$ cat src/rtl/adc_sclk_pkg.sv
// Shared definitions for the ADC serial-clock / frame sequencer.
package adc_sclk_pkg;

  // Fixed state encodings, kept stable for existing users of the codes.
  localparam logic [2:0] ST_IDLE  = 3'd0;
  localparam logic [2:0] ST_SETUP = 3'd1;
  localparam logic [2:0] ST_SHIFT = 3'd2;
  localparam logic [2:0] ST_HOLD  = 3'd3;
  localparam logic [2:0] ST_GAP   = 3'd4;

  typedef enum logic [2:0] {
    IDLE  = ST_IDLE,
    SETUP = ST_SETUP,
    SHIFT = ST_SHIFT,
    HOLD  = ST_HOLD,
    GAP   = ST_GAP
  } state_e;

  localparam int unsigned DIV_DEFAULT_C = 24;
  localparam int unsigned DIV_MIN_C     = 4;

  // Zero selects the default divisor; small non-zero values are raised to the minimum.
  function automatic int unsigned clamp_div(input int unsigned div,
                                            input int unsigned dflt,
                                            input int unsigned dmin);
    if (div == 0) return dflt;
    if (div < dmin) return dmin;
    return div;
  endfunction

endpackage

$ cat src/rtl/adc_sclk_frame_gen_if.sv
// Control/status bundle between a host and the ADC frame sequencer.
interface adc_sclk_frame_gen_if #(
  parameter int unsigned CNT_W = 8,
  parameter int unsigned BIT_W = 5
) ();

  logic [CNT_W-1:0] div_i;
  logic             start_i;
  logic             cont_i;
  logic             abort_i;
  logic             sclk;
  logic             pe_sclk;
  logic             ne_sclk;
  logic             cs_n;
  logic [BIT_W-1:0] bit_idx;
  logic             busy;
  logic             frame_done;

  modport master (
    output div_i, start_i, cont_i, abort_i,
    input  sclk, pe_sclk, ne_sclk, cs_n, bit_idx, busy, frame_done
  );

  modport slave (
    input  div_i, start_i, cont_i, abort_i,
    output sclk, pe_sclk, ne_sclk, cs_n, bit_idx, busy, frame_done
  );

endinterface

$ cat src/rtl/adc_div_cnt.sv
// Divisor latch and SCLK period counter with zero/half/terminal flags.
module adc_div_cnt
  import adc_sclk_pkg::*;
#(
  parameter int unsigned CNT_W       = 8,
  parameter int unsigned DIV_DEFAULT = DIV_DEFAULT_C,
  parameter int unsigned DIV_MIN     = DIV_MIN_C
) (
  input  logic             clk_clk,
  input  logic             reset_n,
  input  logic             load,
  input  logic             clear,
  input  logic             run,
  input  logic [CNT_W-1:0] div_i,
  output logic             zc,
  output logic             hc,
  output logic             tc,
  output logic             lo_half
);

  logic [CNT_W-1:0] div_q;
  logic [CNT_W-1:0] half;
  logic [CNT_W-1:0] cnt;

  assign half    = div_q >> 1;
  assign zc      = (cnt == '0);
  assign hc      = (cnt == half);
  assign tc      = (cnt == div_q - CNT_W'(1));
  assign lo_half = (cnt < half);

  // Capture the clamped divisor when a new frame sequence starts.
  always_ff @(posedge clk_clk or negedge reset_n) begin
    if (!reset_n)  div_q <= CNT_W'(DIV_DEFAULT);
    else if (load) div_q <= CNT_W'(clamp_div(32'(div_i), DIV_DEFAULT, DIV_MIN));
  end

  // Count 0..div-1 while running; any state change restarts the period.
  always_ff @(posedge clk_clk or negedge reset_n) begin
    if (!reset_n)   cnt <= '0;
    else if (clear) cnt <= '0;
    else if (run)   cnt <= tc ? '0 : cnt + CNT_W'(1);
  end

endmodule

$ cat src/rtl/adc_sclk_frame_gen.sv
// SPI-style ADC serial-clock and frame sequencer (SETUP/SHIFT/HOLD/GAP).
module adc_sclk_frame_gen
  import adc_sclk_pkg::*;
#(
  parameter int unsigned CNT_W       = 8,
  parameter int unsigned DIV_DEFAULT = DIV_DEFAULT_C,
  parameter int unsigned DIV_MIN     = DIV_MIN_C,
  parameter int unsigned FRAME_BITS  = 16,
  parameter int unsigned BIT_W       = 5
) (
  input logic                 clk_clk,
  input logic                 reset_n,
  adc_sclk_frame_gen_if.slave bus
);

  state_e           state;
  state_e           state_nxt;
  logic             abort_q;
  logic [BIT_W-1:0] bit_idx_q;
  logic             zc, hc, tc, lo_half;
  logic             last_bit;

  assign last_bit = (bit_idx_q == BIT_W'(FRAME_BITS - 1));

  adc_div_cnt #(
    .CNT_W       (CNT_W),
    .DIV_DEFAULT (DIV_DEFAULT),
    .DIV_MIN     (DIV_MIN)
  ) u_div_cnt (
    .clk_clk (clk_clk),
    .reset_n (reset_n),
    .load    ((state == IDLE) && (state_nxt == SETUP)),
    .clear   (state_nxt != state),
    .run     (state != IDLE),
    .div_i   (bus.div_i),
    .zc      (zc),
    .hc      (hc),
    .tc      (tc),
    .lo_half (lo_half)
  );

  // Next-state decode; abort pulls any active phase into GAP.
  always_comb begin
    state_nxt = state;
    case (state)
      IDLE:    if (bus.start_i && !bus.abort_i) state_nxt = SETUP;
      SETUP:   if (bus.abort_i) state_nxt = GAP;
               else if (tc)     state_nxt = SHIFT;
      SHIFT:   if (bus.abort_i)          state_nxt = GAP;
               else if (tc && last_bit)  state_nxt = HOLD;
      HOLD:    if (bus.abort_i || tc) state_nxt = GAP;
      GAP:     if (bus.abort_i) state_nxt = IDLE;
               else if (tc)     state_nxt = (bus.cont_i && !abort_q) ? SETUP : IDLE;
      default: state_nxt = IDLE;
    endcase
  end

  // State register.
  always_ff @(posedge clk_clk or negedge reset_n) begin
    if (!reset_n) state <= IDLE;
    else          state <= state_nxt;
  end

  // Remember that the current GAP follows an abort so it cannot chain into SETUP.
  always_ff @(posedge clk_clk or negedge reset_n) begin
    if (!reset_n)                           abort_q <= 1'b0;
    else if (state_nxt != GAP)              abort_q <= 1'b0;
    else if (bus.abort_i && state != GAP)   abort_q <= 1'b1;
  end

  // Bit index advances at each SHIFT period end and is zero outside SHIFT.
  always_ff @(posedge clk_clk or negedge reset_n) begin
    if (!reset_n)                   bit_idx_q <= '0;
    else if (state_nxt != SHIFT)    bit_idx_q <= '0;
    else if (state == SHIFT && tc)  bit_idx_q <= bit_idx_q + BIT_W'(1);
  end

  // Outputs are pure decodes of registered state and counter.
  assign bus.sclk       = (state == SHIFT) && lo_half;
  assign bus.pe_sclk    = (state == SHIFT) && zc;
  assign bus.ne_sclk    = (state == SHIFT) && hc;
  assign bus.cs_n       = !((state == SETUP) || (state == SHIFT) || (state == HOLD));
  assign bus.bit_idx    = bit_idx_q;
  assign bus.busy       = (state != IDLE);
  assign bus.frame_done = (state == HOLD) && zc;

endmodule

$ cat src/flat_wrapper.sv
// flat-port wrapper written by rule: the top's interface ports become plain ports
module adc_sclk_frame_gen_flat import adc_sclk_pkg::*;
#(
  parameter int unsigned CNT_W       = 8,
  parameter int unsigned DIV_DEFAULT = DIV_DEFAULT_C,
  parameter int unsigned DIV_MIN     = DIV_MIN_C,
  parameter int unsigned FRAME_BITS  = 16,
  parameter int unsigned BIT_W       = 5
)
  (clk_clk, reset_n, bus_div_i, bus_start_i, bus_cont_i, bus_abort_i, bus_sclk, bus_pe_sclk, bus_ne_sclk, bus_cs_n, bus_bit_idx, bus_busy, bus_frame_done);
  adc_sclk_frame_gen_if #(.CNT_W(CNT_W), .BIT_W(BIT_W)) bus_i ();
  input logic clk_clk;
  input logic reset_n;
  input wire logic [$bits(bus_i.div_i)-1:0] bus_div_i;
  input wire logic [$bits(bus_i.start_i)-1:0] bus_start_i;
  input wire logic [$bits(bus_i.cont_i)-1:0] bus_cont_i;
  input wire logic [$bits(bus_i.abort_i)-1:0] bus_abort_i;
  output wire logic [$bits(bus_i.sclk)-1:0] bus_sclk;
  output wire logic [$bits(bus_i.pe_sclk)-1:0] bus_pe_sclk;
  output wire logic [$bits(bus_i.ne_sclk)-1:0] bus_ne_sclk;
  output wire logic [$bits(bus_i.cs_n)-1:0] bus_cs_n;
  output wire logic [$bits(bus_i.bit_idx)-1:0] bus_bit_idx;
  output wire logic [$bits(bus_i.busy)-1:0] bus_busy;
  output wire logic [$bits(bus_i.frame_done)-1:0] bus_frame_done;
  assign bus_i.div_i = bus_div_i;
  assign bus_i.start_i = bus_start_i;
  assign bus_i.cont_i = bus_cont_i;
  assign bus_i.abort_i = bus_abort_i;
  assign bus_sclk = bus_i.sclk;
  assign bus_pe_sclk = bus_i.pe_sclk;
  assign bus_ne_sclk = bus_i.ne_sclk;
  assign bus_cs_n = bus_i.cs_n;
  assign bus_bit_idx = bus_i.bit_idx;
  assign bus_busy = bus_i.busy;
  assign bus_frame_done = bus_i.frame_done;
  adc_sclk_frame_gen #(.CNT_W(CNT_W), .DIV_DEFAULT(DIV_DEFAULT), .DIV_MIN(DIV_MIN), .FRAME_BITS(FRAME_BITS), .BIT_W(BIT_W)) u_core (.clk_clk(clk_clk), .reset_n(reset_n), .bus(bus_i));
endmodule
$ cat config.mk
export PLATFORM = sky130hd
export DESIGN_NAME = adc_sclk_frame_gen_flat
export DESIGN_NICKNAME = d
export VERILOG_FILES = /design/src/rtl/adc_sclk_pkg.sv /design/src/rtl/adc_sclk_frame_gen_if.sv /design/src/rtl/adc_div_cnt.sv /design/src/rtl/adc_sclk_frame_gen.sv /design/src/flat_wrapper.sv
export SDC_FILE = /design/constraint.sdc
export NUM_CORES = 1
export LEC_CHECK = 0
export ABC_AREA = 0
export CAP_MARGIN = 25
export CORE_UTILIZATION = 59
export DETAILED_ROUTE_END_ITERATION = 10
export GPL_TIMING_DRIVEN = 0
export PLACE_DENSITY = 0.87
export SLEW_MARGIN = 30
export SYNTH_ARGS = -nofsm -noshare
export SYNTH_HDL_FRONTEND = slang
export SYNTH_SLANG_ARGS = --single-unit
$ cat constraint.sdc
create_clock -name clk_clk -period 5.7 [get_ports clk_clk]
set_input_delay 1.71 -clock clk_clk [delete_from_list [all_inputs] [get_ports clk_clk]]
set_output_delay 1.71 -clock clk_clk [all_outputs]
set_load 0.02 [all_outputs]
* Word level (Yosys, flattened, before mapping)
Index checks and enable logic that the tools add are counted.
** Storage, ports and cells
- Output and inout bits :: 11
- Bits of input ports :: 13
- Word-level logic and storage cells :: 71
- Register bits :: 25
** Cells by class
- Eq/ne operators :: 12
- Muxes and demuxes :: 26
- Magnitude comparators :: 2
- Add/sub/neg operators :: 3
- Reductions and logical operators :: 23
** Operators with widths (number)
- $mux W8 :: 5
- $mux W3 :: 8
- $mux W5 :: 4
- $logic_not A8 Y1 :: 2
- $pmux W3 S5 :: 1
- $logic_and A1 B1 Y1 :: 10
- $add A8 B1 Y8 const B :: 1
- $eq A8 B7 Y1 :: 1
- $eq A8 B8 Y1 :: 1
- $lt A8 B3 Y1 const B :: 1
- $lt A8 B7 Y1 :: 1
- $mux W1 :: 8
- $sub A8 B1 Y8 const B :: 1
- $eq A3 B1 Y1 const B :: 2
- $eq A3 B2 Y1 const B :: 2
- $ne A3 B3 Y1 const B :: 2
- $reduce_bool A2 Y1 :: 3
- $add A5 B1 Y5 const B :: 1
- $eq A5 B4 Y1 const B :: 1
- $eq A3 B3 Y1 const B :: 1
- $logic_not A1 Y1 :: 3
- $logic_not A3 Y1 :: 1
- $logic_or A1 B1 Y1 :: 3
- $ne A3 B2 Y1 const B :: 1
- other kinds (2) :: 2

* Logic depth before layout (Yosys ltp)
Gate-level depths: netlist of run 1.
- Depth in word-level cells :: 13
- Mapped depth :: 10
- Gate-level depth less buffers :: 9

* Hierarchy
Synthesis of run 1 repeated with hierarchy kept, for this count alone.
** Unflattened totals
- Cell total of the unflattened synthesis :: 217
- Area total of the unflattened synthesis :: 1876.8 um^2
** By module, submodules not included
- adc_div_cnt :: times used 1, area an instance 1212.4 um^2, cells an instance 146, seq. area each 402.9 um^2
- adc_sclk_frame_gen :: times used 1, area an instance 664.4 um^2, cells an instance 71, seq. area each 225.2 um^2

* Worst setup path after synthesis of run 1
Ideal clock, no wire load.
- Path kind :: reg2out
- Start point :: register u_core.u_div_cnt.div_q[4]
- End point :: output port bus_ne_sclk
- Arrival :: 1.562 ns
- Buffers on the path :: 1
- Setup slack :: 2.428 ns
- Data required time :: 3.990 ns
- Cell stages (with the launch flop) :: 6
- Path through :: dfstp_2 clkbuf_2 inv_1 ha_1 nand4_1 nor3_1
** Between the ends
- Word-level cells in the longest chain between the ends :: 2
** Ends and longest elaborated chain
- start, declared :: RTL line adc_div_cnt.sv:21 : logic [CNT_W-1:0] div_q;
- start signal, assigned :: RTL line adc_div_cnt.sv:33 : if (!reset_n) div_q <= CNT_W'(DIV_DEFAULT);
- start signal, assigned :: RTL line adc_div_cnt.sv:34 : else if (load) div_q <= CNT_W'(clamp_div(32'(div_i), DIV_DEFAULT, DIV_MIN));
- $eq A8 B7 Y1 :: RTL line adc_div_cnt.sv:27 : assign hc = (cnt == half);
- $logic_and A1 B1 Y1 :: RTL line adc_sclk_frame_gen.sv:81 : assign bus.ne_sclk = (state == SHIFT) && hc;
- end, declared :: RTL line flat_wrapper.sv:20 : output wire logic [$bits(bus_i.ne_sclk)-1:0] bus_ne_sclk;
No other way between the ends.

* Worst setup path in the final report of run 1
- Start point :: register u_core.state[1]
- End point :: output port bus_sclk
** Between the ends
- Word-level cells in the longest chain between the ends :: 2
** Ends and longest elaborated chain
- start, declared :: RTL line adc_sclk_frame_gen.sv:16 : state_e state;
- start signal, assigned :: RTL line adc_sclk_frame_gen.sv:61 : else state <= state_nxt;
- $eq A3 B2 Y1 :: RTL line adc_sclk_frame_gen.sv:79 : assign bus.sclk = (state == SHIFT) && lo_half;
- $logic_and A1 B1 Y1 :: RTL line adc_sclk_frame_gen.sv:79
- end, declared :: RTL line flat_wrapper.sv:18 : output wire logic [$bits(bus_i.sclk)-1:0] bus_sclk;
No other way between the ends.

==> results of run 1 <==
cells by family (layout without fill, tap and decap cells):
kind of cell               Yosys count  after routing  synth area share (%)
and+or+nand+nor                     84             84                  24.4
AOI/OAI and AO/OA                   35             35                  13.9
DFF                                 25             25                  35.0
buffers and inverters               24             50                  5.50
xor gates and xnor gates            19             19                  9.27
adders and majority gates           12             12                  8.36
muxes                                6              6                  3.55
cell usage after synthesis, types with 2 or more instances:
| cell type | instances | area share (%) |
|---|---|---|
| a2111oi_0 | 2 | 0.98 |
| a21oi_1 | 6 | 1.7 |
| a22o_1 | 2 | 0.98 |
| a31oi_1 | 3 | 1.0 |
| and3_1 | 3 | 1.0 |
| clkbuf_1 | 7 | 1.5 |
| dfrtp_1 | 23 | 32 |
| dfstp_2 | 2 | 2.9 |
| ha_1 | 12 | 8.4 |
| inv_1 | 15 | 3.1 |
| mux2_2 | 3 | 1.9 |
| mux2i_1 | 3 | 1.7 |
| nand2_1 | 12 | 2.5 |
| nand2b_1 | 2 | 0.70 |
| nand3_1 | 7 | 2.0 |
| nand4_1 | 3 | 1.0 |
| nand4b_1 | 2 | 0.98 |
| nor2_1 | 27 | 5.6 |
| nor2b_1 | 2 | 0.70 |
| nor3_1 | 10 | 2.8 |
| nor3b_1 | 2 | 0.84 |
| nor4_1 | 4 | 1.4 |
| o21a_1 | 2 | 0.84 |
| o21ai_0 | 7 | 2.0 |
| o31ai_1 | 2 | 0.84 |
| or4_1 | 2 | 0.84 |
| xnor2_1 | 10 | 4.9 |
| xor2_1 | 9 | 4.4 |
metrics by stage:
step                power, W  hold WS (ps)  setup WS, ps
finish              0.000569           574          1180
global route        0.000608           600          1070
CTS                 0.000567           570          1260
detailed placement  0.000481           548          1660
global placement    0.000466           525          1740
floorplan           0.000412           492          2430
worst max-delay path by stage:
stage | start | end | slack, ps | cells past startpoint
4_1_cts | u_core.state[1] | bus_sclk | 1260 | 6
5_1_grt | u_core.state[1] | bus_sclk | 1070 | 6
3_5_place_dp | u_core.state[1] | bus_sclk | 1660 | 6
3_3_place_gp | u_core.state[1] | bus_sclk | 1740 | 6
2_1_floorplan | u_core.u_div_cnt.div_q[4] | bus_ne_sclk | 2430 | 5
6_report | u_core.state[1] | bus_sclk | 1180 | 6
power groups by stage:
stage / logic (W) / clock network, W / registers (W)
detailed placement: 0.000229 / 0 / 0.000252
CTS: 0.000232 / 0.0000860 / 0.000248
floorplan: 0.000174 / 0 / 0.000239
global route: 0.000261 / 0.0000918 / 0.000254
global placement: 0.000217 / 0 / 0.000250
finish: 0.000234 / 0.0000857 / 0.000249
registers in the layout, summed over array words and instances, names as in the netlist:
name / flops
u_core.u_div_cnt.cnt: 8
u_core.u_div_cnt.div_q: 8
u_core.bus.bit_idx: 5
u_core.state: 3
u_core.abort_q: 1
critical path, cell delays in order (launching register included):
cell	delay, ps
dfrtp_1	350
clkbuf_1	280
clkbuf_1	400
nand2_1	180
a2111oi_0	450
o21a_1	200
clkdlybuf4s50_1	600
layer usage:
| metal | up-vias | global-route usage, % |
|---|---|---|
| met2 | 53 | 48.2 |
| met3 | 10 | 2.72 |
| met1 | 781 | 38.5 |
| met4 | 0 | 11.5 |
| met5 | - | 0 |
| li1 | 777 | - |
layout make-up:
| class | count | area (um2) | share of cell area, % |
|---|---|---|---|
| timing repair buffer | 22 | 215 | 10.3 |
| sequential | 25 | 628 | 30.2 |
| inverter | 15 | 56.3 | 2.71 |
| buffer | 9 | 42.5 | 2.05 |
| tap | 31 | 38.8 | 1.87 |
| clock inverter | 1 | 7.51 | 0.361 |
| clock buffer | 3 | 22.5 | 1.08 |
| multi-input combinational | 156 | 1070 | 51.4 |
==> flow_summary.toml, run 1 <==
[clocking]
ctsResizeCount = 0
cts_buffers = 3
post_cts_buffers = 0
clockBufferDepth = 2
cts.sinks = 25
clock-root-buffer = "clkbuf_4"
htreeDepth = 1
insertion_delay_ps = 340
cts_tree = "yes"
cts_hold_buf = 0
path_clk_slew_ps = 170

[floorplan]
dieArea_um2 = 3270
die_h_um = 57.2
pin_count = 24
initial_core_util_pct = 63.5
die_x_um = 57.2
core_um2 = 2830
rows = 19

[pwr]
pwr-share-seq_pct = 43.7
power.density_nw_per_um2 = 274
power.clock.fraction_pct = 15.1
switchingPower_w = 0.000230
irDropWorstVdd_mv = 0.174
p_int_w = 0.000339
comb_power_share_pct = 41.2
power.leakage_nw = 0.900
p_sw_share_pct = 40.4

[detailed_routing]
topRoutingLayerUsed = "met4"
drt-total-wl_um = 4250
first_pass_iters = 4
wl_met3_um = 205
vias_per_cell = 6.19
met1_length_um = 1910
drc = 0
met2_length_um = 2040
vias = 1621
ant_nets = 0
wl_per_cell_um = 16.2
dr.first_iter.drc_count = 75

[global_routing]
grt_pass1_vias = 1668
track_usage_pct = 28.8
antenna_found_initial = 0
gr-total-overflow = 0
grt_pass1_wl_um = 7330
grt_max_degree = 26

[worst_setup_path]
r2r_slack_ps = 2540
worst_ep_required_time_ps = 3990
worst-path-max-fanout = 10
reg2reg_depth = 10
cp_data_arrival_time_ps = 2810
end_kind = "primary output"
worstSetupStartpointType = "register"
worstSetupPathType = "reg -> out"
r2r-end = "u_core.bus.bit_idx[2]"
reg2reg_from = "u_core.u_div_cnt.div_q[0]"

[worst_hold_path]
hold_class = "reg -> reg"
min_from = "u_core.bus.bit_idx[4]"
worstHoldEndpoint = "u_core.bus.bit_idx[4]"
hold_depth = 2

[status]
status = "finished, final reports clean"

[sta]
finalSetupTns_ps = 0
rsz0062_at_grt = "no"
skew_ps = 27.2
relSlewSlack_pct = 42.2
worst_pin_slew_ps = 860
period_needed_ps = 4520
finalSetupViolCount = 0
post-route-period-util_pct = 79.2
final-max-slew-violation-count = 0
finalHoldViolCount = 0
max_freq_mhz = 221

[synthesis]
synth_area_um2 = 1800
netlist_instances = 205
syn_area_per_cell_um2 = 8.76
synth_cell_types = 49
synth_warnings = 0
synth_nets = 230
synth_ff_type = "dfrtp_1"
synth-seq-cells = 25
synth_seq_area_share_pct = 35.0
synth_edf_count = 0
async_flop_share_pct = 100

[layout]
layout-drive-gt1-share_pct = 9.52
nets = 257
fillers = 226
final_cells = 262
diodes = 0
fin_area_um2 = 2080
syn_to_final_growth_pct = 15.8
final_common_cell = "nor2_1"
final_cell_mix = "27 x nor2_1, 23 x dfrtp_1, 21 x clkdlybuf4s50_1, 15 x inv_1"
final_util_pct = 73.5

[job]
max_cap_viol_count = 0

[place]
gp_congestion = 0.905
place_area_um2 = 2050
dp.final_hpwl_um = 3260
place_inst = 258
io_buffer_count = 22
Power figures use the tool's default switching activity.
==> run 2: changes to the inputs <==
--- a/config.mk
+++ b/config.mk
@@ -7,10 +7,10 @@
 export LEC_CHECK = 0
 export ABC_AREA = 0
 export CAP_MARGIN = 25
-export CORE_UTILIZATION = 59
+export CORE_UTILIZATION = 55
 export DETAILED_ROUTE_END_ITERATION = 10
 export GPL_TIMING_DRIVEN = 0
-export PLACE_DENSITY = 0.87
+export PLACE_DENSITY = 0.82
 export SLEW_MARGIN = 30
 export SYNTH_ARGS = -nofsm -noshare
 export SYNTH_HDL_FRONTEND = slang
==> constraint.sdc (replaced) <==
create_clock -name clk_clk -period 4.7 [get_ports clk_clk]
set_input_delay 1.41 -clock clk_clk [delete_from_list [all_inputs] [get_ports clk_clk]]
set_output_delay 1.41 -clock clk_clk [all_outputs]
set_load 0.02 [all_outputs]
==> run 2 against run 1 <==
Compared with the run above: flip-flop and latch count stayed put; die area is 7.0% higher; hold slack better by 3.4 ps; cell area increased by 0.66%; highest routed layer unchanged; cell count up 5.0%; first-iteration DRC count is 4.0% lower; setup slack worse by 630 ps; utilization fell by 5.5 points; clock power is 16% higher; global-route usage is 3.6 points lower; sequential share of layout area is 0.20 points lower; combinational power up 19%.
==> flow_summary.toml, run 2 (synthesized netlist as in run 1, its figures left out) <==
[layout]
fin_area_um2 = 2090
nets = 257
diodes = 0
final_common_cell = "nor2_1"
final_cell_mix = "27 x nor2_1, 23 x dfrtp_1, 21 x clkdlybuf4s50_1, 15 x inv_1"
layout-drive-gt1-share_pct = 9.52
syn_to_final_growth_pct = 16.6
final_util_pct = 68.0
final_cells = 275

[global_routing]
grt_pass1_vias = 1464
gr-total-overflow = 0
antenna_found_initial = 0
grt_pass1_wl_um = 6580
grt_max_degree = 26
track_usage_pct = 25.2

[sta]
skew_ps = 3.50
rsz0062_at_grt = "no"
hold_slack_ps = 577
worst_pin_slew_ps = 868
relSlewSlack_pct = 41.7
post-route-period-util_pct = 88.3
finalSetupViolCount = 0
finalSetupTns_ps = 0
final-max-slew-violation-count = 0
max_freq_mhz = 241
finalHoldViolCount = 0
period_needed_ps = 4150

[clocking]
clock-root-buffer = "clkbuf_4"
cts.sinks = 25
ctsResizeCount = 0
htreeDepth = 1
cts_tree = "yes"
path_clk_slew_ps = 140
insertion_delay_ps = 330
cts_hold_buf = 0
post_cts_buffers = 0
cts_buffers = 3
clockBufferDepth = 2

[worst_setup_path]
cp_data_arrival_time_ps = 2740
worst-path-max-fanout = 10
end_kind = "primary output"
worstSetupStartpointType = "register"
worstSetupPathType = "reg -> out"
worst_ep_required_time_ps = 3290

[place]
gp_congestion = 0.859
place_area_um2 = 2070
dp.final_hpwl_um = 2960
place_inst = 271
io_buffer_count = 22

[detailed_routing]
first_pass_iters = 4
vias_per_cell = 5.69
dr.first_iter.drc_count = 72
vias = 1564
wl_per_cell_um = 14.4
drt-total-wl_um = 3970
ant_nets = 0
drc = 0

[pwr]
power.leakage_nw = 0.903
irDropWorstVdd_mv = 0.160
power.density_nw_per_um2 = 325
p_sw_share_pct = 39.8
switchingPower_w = 0.000271
power.clock.fraction_pct = 14.6
comb_power_share_pct = 40.8
p_int_w = 0.000410
pwr-share-seq_pct = 44.6

[job]
max_cap_viol_count = 0

[floorplan]
rows = 20
core_um2 = 3080
dieArea_um2 = 3500
pin_count = 24
initial_core_util_pct = 58.3
die_h_um = 59.1
die_x_um = 59.1

[worst_hold_path]
hold_class = "reg -> reg"

[status]
status = "finished, final reports clean"
==> run 2: per-layer routing <==
layer / share of wire [%] / global-route usage, %
met1: 49 / 34.9
met2: 45 / 40.7
met3: 3.5 / 2.40
met4: 1.9 / 9.86
met5: 0 / 0
==> run 2: final timing paths <==
check                                           from                         to  slack (ps)  cells past startpoint
max                                  u_core.state[1]                   bus_sclk         550                      6
min                        u_core.u_div_cnt.div_q[3]  u_core.u_div_cnt.div_q[3]         580                      2
max reg2reg                u_core.u_div_cnt.div_q[0]      u_core.bus.bit_idx[0]        1550                     10
min reg2reg                u_core.u_div_cnt.div_q[3]  u_core.u_div_cnt.div_q[3]         580                      2
max in group asynchronous                    reset_n  u_core.u_div_cnt.div_q[3]        3270                      1
min in group asynchronous                    reset_n  u_core.u_div_cnt.div_q[7]        1050                      1
==> run 2: final cells by class <==
class | instances | area (um2)
clock inverters | 1 | 5.00
multi-input cells | 156 | 1070
inverters | 15 | 56.3
plain buffers | 9 | 42.5
well taps | 44 | 55.1
flip-flops and latches | 25 | 628
fillers | 265 | 985
repair buffers | 22 | 215
clock buffers | 3 | 22.5
==> run 2: stage by stage <==
step | worst slack (ps) | power, W
after floorplan | 1730 | 0.000500
after global placement | 993 | 0.000571
after detailed placement | 997 | 0.000580
after CTS | 601 | 0.000682
after global routing | 430 | 0.000731
final | 552 | 0.000681
==> run 2: worst max-delay path, cell delays in order (launching register included) <==
cell and delay, ps:
dfrtp_1 350, clkbuf_1 290, clkbuf_1 390, nand2_1 170, a2111oi_0 420, o21a_1 190, clkdlybuf4s50_1 610
==> run 2: power groups by stage <==
stage	clock [W]	sequential [W]	combinational (W)
floorplan	0	0.000290	0.000211
global placement	0	0.000303	0.000268
detailed placement	0	0.000307	0.000273
CTS	0.000103	0.000302	0.000277
global route	0.000111	0.000309	0.000311
finish	0.0000993	0.000304	0.000278
==> run 3: changes to the inputs <==
--- a/config.mk
+++ b/config.mk
@@ -7,10 +7,11 @@
 export LEC_CHECK = 0
 export ABC_AREA = 0
 export CAP_MARGIN = 25
-export CORE_UTILIZATION = 55
+export CORE_UTILIZATION = 60
 export DETAILED_ROUTE_END_ITERATION = 10
+export DONT_BUFFER_PORTS = 1
 export GPL_TIMING_DRIVEN = 0
-export PLACE_DENSITY = 0.82
+export PLACE_DENSITY = 0.84
 export SLEW_MARGIN = 30
 export SYNTH_ARGS = -nofsm -noshare
 export SYNTH_HDL_FRONTEND = slang
==> run 3 against run 2 <==
Compared with the run above: flip-flop and latch count did not move; setup slack improved by 480 ps; total power fell by 3.4%; wire length fell by 2.0%; first-iteration DRC count rose by 26%; cell area fell by 11%; critical endpoint unchanged; largest cell class unchanged.
==> flow_summary.toml, run 3 (synthesized netlist as in run 1, its figures left out) <==
[clocking]
ctsResizeCount = 0
path_clk_slew_ps = 140
insertion_delay_ps = 320
cts.sinks = 25
cts_buffers = 3
clock-root-buffer = "clkbuf_4"
htreeDepth = 1
cts_hold_buf = 0
clockBufferDepth = 2
cts_tree = "yes"
post_cts_buffers = 0

[detailed_routing]
drc = 0
vias = 1493
wl_met3_um = 213
topRoutingLayerUsed = "met4"
drt-total-wl_um = 3890
vias_per_cell = 6.22
met1_length_um = 1620
wl_per_cell_um = 16.2
first_pass_iters = 4
met2_length_um = 1990
dr.first_iter.drc_count = 91
ant_nets = 0

[layout]
final_cell_mix = "27 x nor2_1, 23 x dfrtp_1, 15 x inv_1, 12 x nand2_1, 12 x ha_1"
fillers = 238
diodes = 0
layout-drive-gt1-share_pct = 10.0
register_area_um2 = 628
syn_to_final_growth_pct = 3.69
multi_input_area_um2 = 1070
final_common_cell = "nor2_1"
nets = 235

[pwr]
power.density_nw_per_um2 = 354
power.leakage_nw = 0.822
irDropWorstVdd_mv = 0.240

[sta]
relSlewSlack_pct = 48.8
period_needed_ps = 3670
finalHoldViolCount = 0
post-route-period-util_pct = 78.2
rsz0062_at_grt = "no"
finalSetupTns_ps = 0
finalSetupViolCount = 0
worst_pin_slew_ps = 762
max_freq_mhz = 272
hold_slack_ps = 582
final-max-slew-violation-count = 0
skew_ps = 5.57

[worst_hold_path]
hold_class = "reg -> reg"
worstHoldEndpoint = "u_core.u_div_cnt.div_q[3]"
min_from = "u_core.u_div_cnt.div_q[3]"
hold_depth = 2

[worst_setup_path]
cp.buffers_inverters = 2
cp_cell_sequence = "clkbuf_1, clkbuf_1, nand2_1, a2111oi_0, o21a_1"
cp_data_arrival_time_ps = 2260
worst_ep_required_time_ps = 3290
cp_slowest_cell = "a2111oi_0"
r2r-end = "u_core.bus.bit_idx[2]"
worstSetupPathType = "reg -> out"
crit_family = "compound AO/OA/AOI/OAI gates"
critPathMaxStageDelay_ps = 440
r2r_slack_ps = 1490
reg2reg_from = "u_core.u_div_cnt.div_q[0]"
worstSetupStartpointType = "register"
reg2reg_depth = 10
end_kind = "primary output"
worst-path-max-fanout = 10
cp_common_cell = "clkbuf_1"

[floorplan]
pin_count = 24
core_um2 = 2810
dieArea_um2 = 3220
initial_core_util_pct = 64.0
rows = 19
die_x_um = 56.7
die_h_um = 56.7

[place]
io_buffer_count = 0
gp_congestion = 0.894
dp.final_hpwl_um = 3040

[job]
max_cap_viol_count = 0

[global_routing]
grt_pass1_wl_um = 6640
grt_pass1_vias = 1491
track_usage_pct = 26.6
antenna_found_initial = 0
grt_max_degree = 26
gr-total-overflow = 0

[status]
status = "finished, final reports clean"
run 3: routing by layer:
layer	GRT usage, %	vias up
met4	9.29	0
met2	46.8	53
li1	-	733
met3	3.69	6
met5	0	-
met1	33.3	701
run 3: worst max-delay path by stage:
stage	startpoint	to	slack, ps	depth (start not counted)
after global placement	u_core.state[1]	bus_sclk	1480	5
after global routing	u_core.state[1]	bus_sclk	810	5
after detailed placement	u_core.state[1]	bus_sclk	1440	5
after floorplan	u_core.u_div_cnt.div_q[4]	bus_ne_sclk	1730	5
final	u_core.state[1]	bus_sclk	1030	5
after CTS	u_core.state[1]	bus_sclk	1060	5
run 3: worst register-to-register path, stage by stage (launching register included):
cell and delay, ps:
dfrtp_1 470, inv_1 90, ha_1 180, or3b_4 400
or4_1 410, a2111o_1 440, a211oi_2 330, buf_6 200
mux2i_1 310, o21ai_2 160, nor2_1 150
run 3: area by class of cell:
type / count / share of cell area (%)
inverter: 15 / 3.02
buffer: 9 / 2.28
tap: 31 / 2.08
clock inverter: 1 / 0.269
sequential: 25 / 33.7
multi-input combinational: 156 / 57.4
clock buffer: 3 / 1.21
run 3: metrics by stage:
| step | area (um2) | setup WS [ps] | instances | utilization [%] | power, W |
|---|---|---|---|---|---|
| after global routing | 1860 | 808 | 240 | 66.4 | 0.000712 |
| after CTS | 1860 | 1060 | 240 | 66.4 | 0.000659 |
| after floorplan | 1800 | 1730 | 205 | - | 0.000500 |
| final | 1860 | 1030 | 240 | 66.4 | 0.000658 |
| after detailed placement | 1830 | 1440 | 236 | 65.4 | 0.000563 |
| after global placement | 1830 | 1480 | 236 | 65.4 | 0.000544 |
run 3: power by group:
| part | total (W) | internal [W] | switching [W] |
|---|---|---|---|
| combinational | 0.000260 | 0.000113 | 0.000147 |
| sequential | 0.000302 | 0.000251 | 0.0000504 |
| clock | 0.0000966 | 0.0000319 | 0.0000647 |
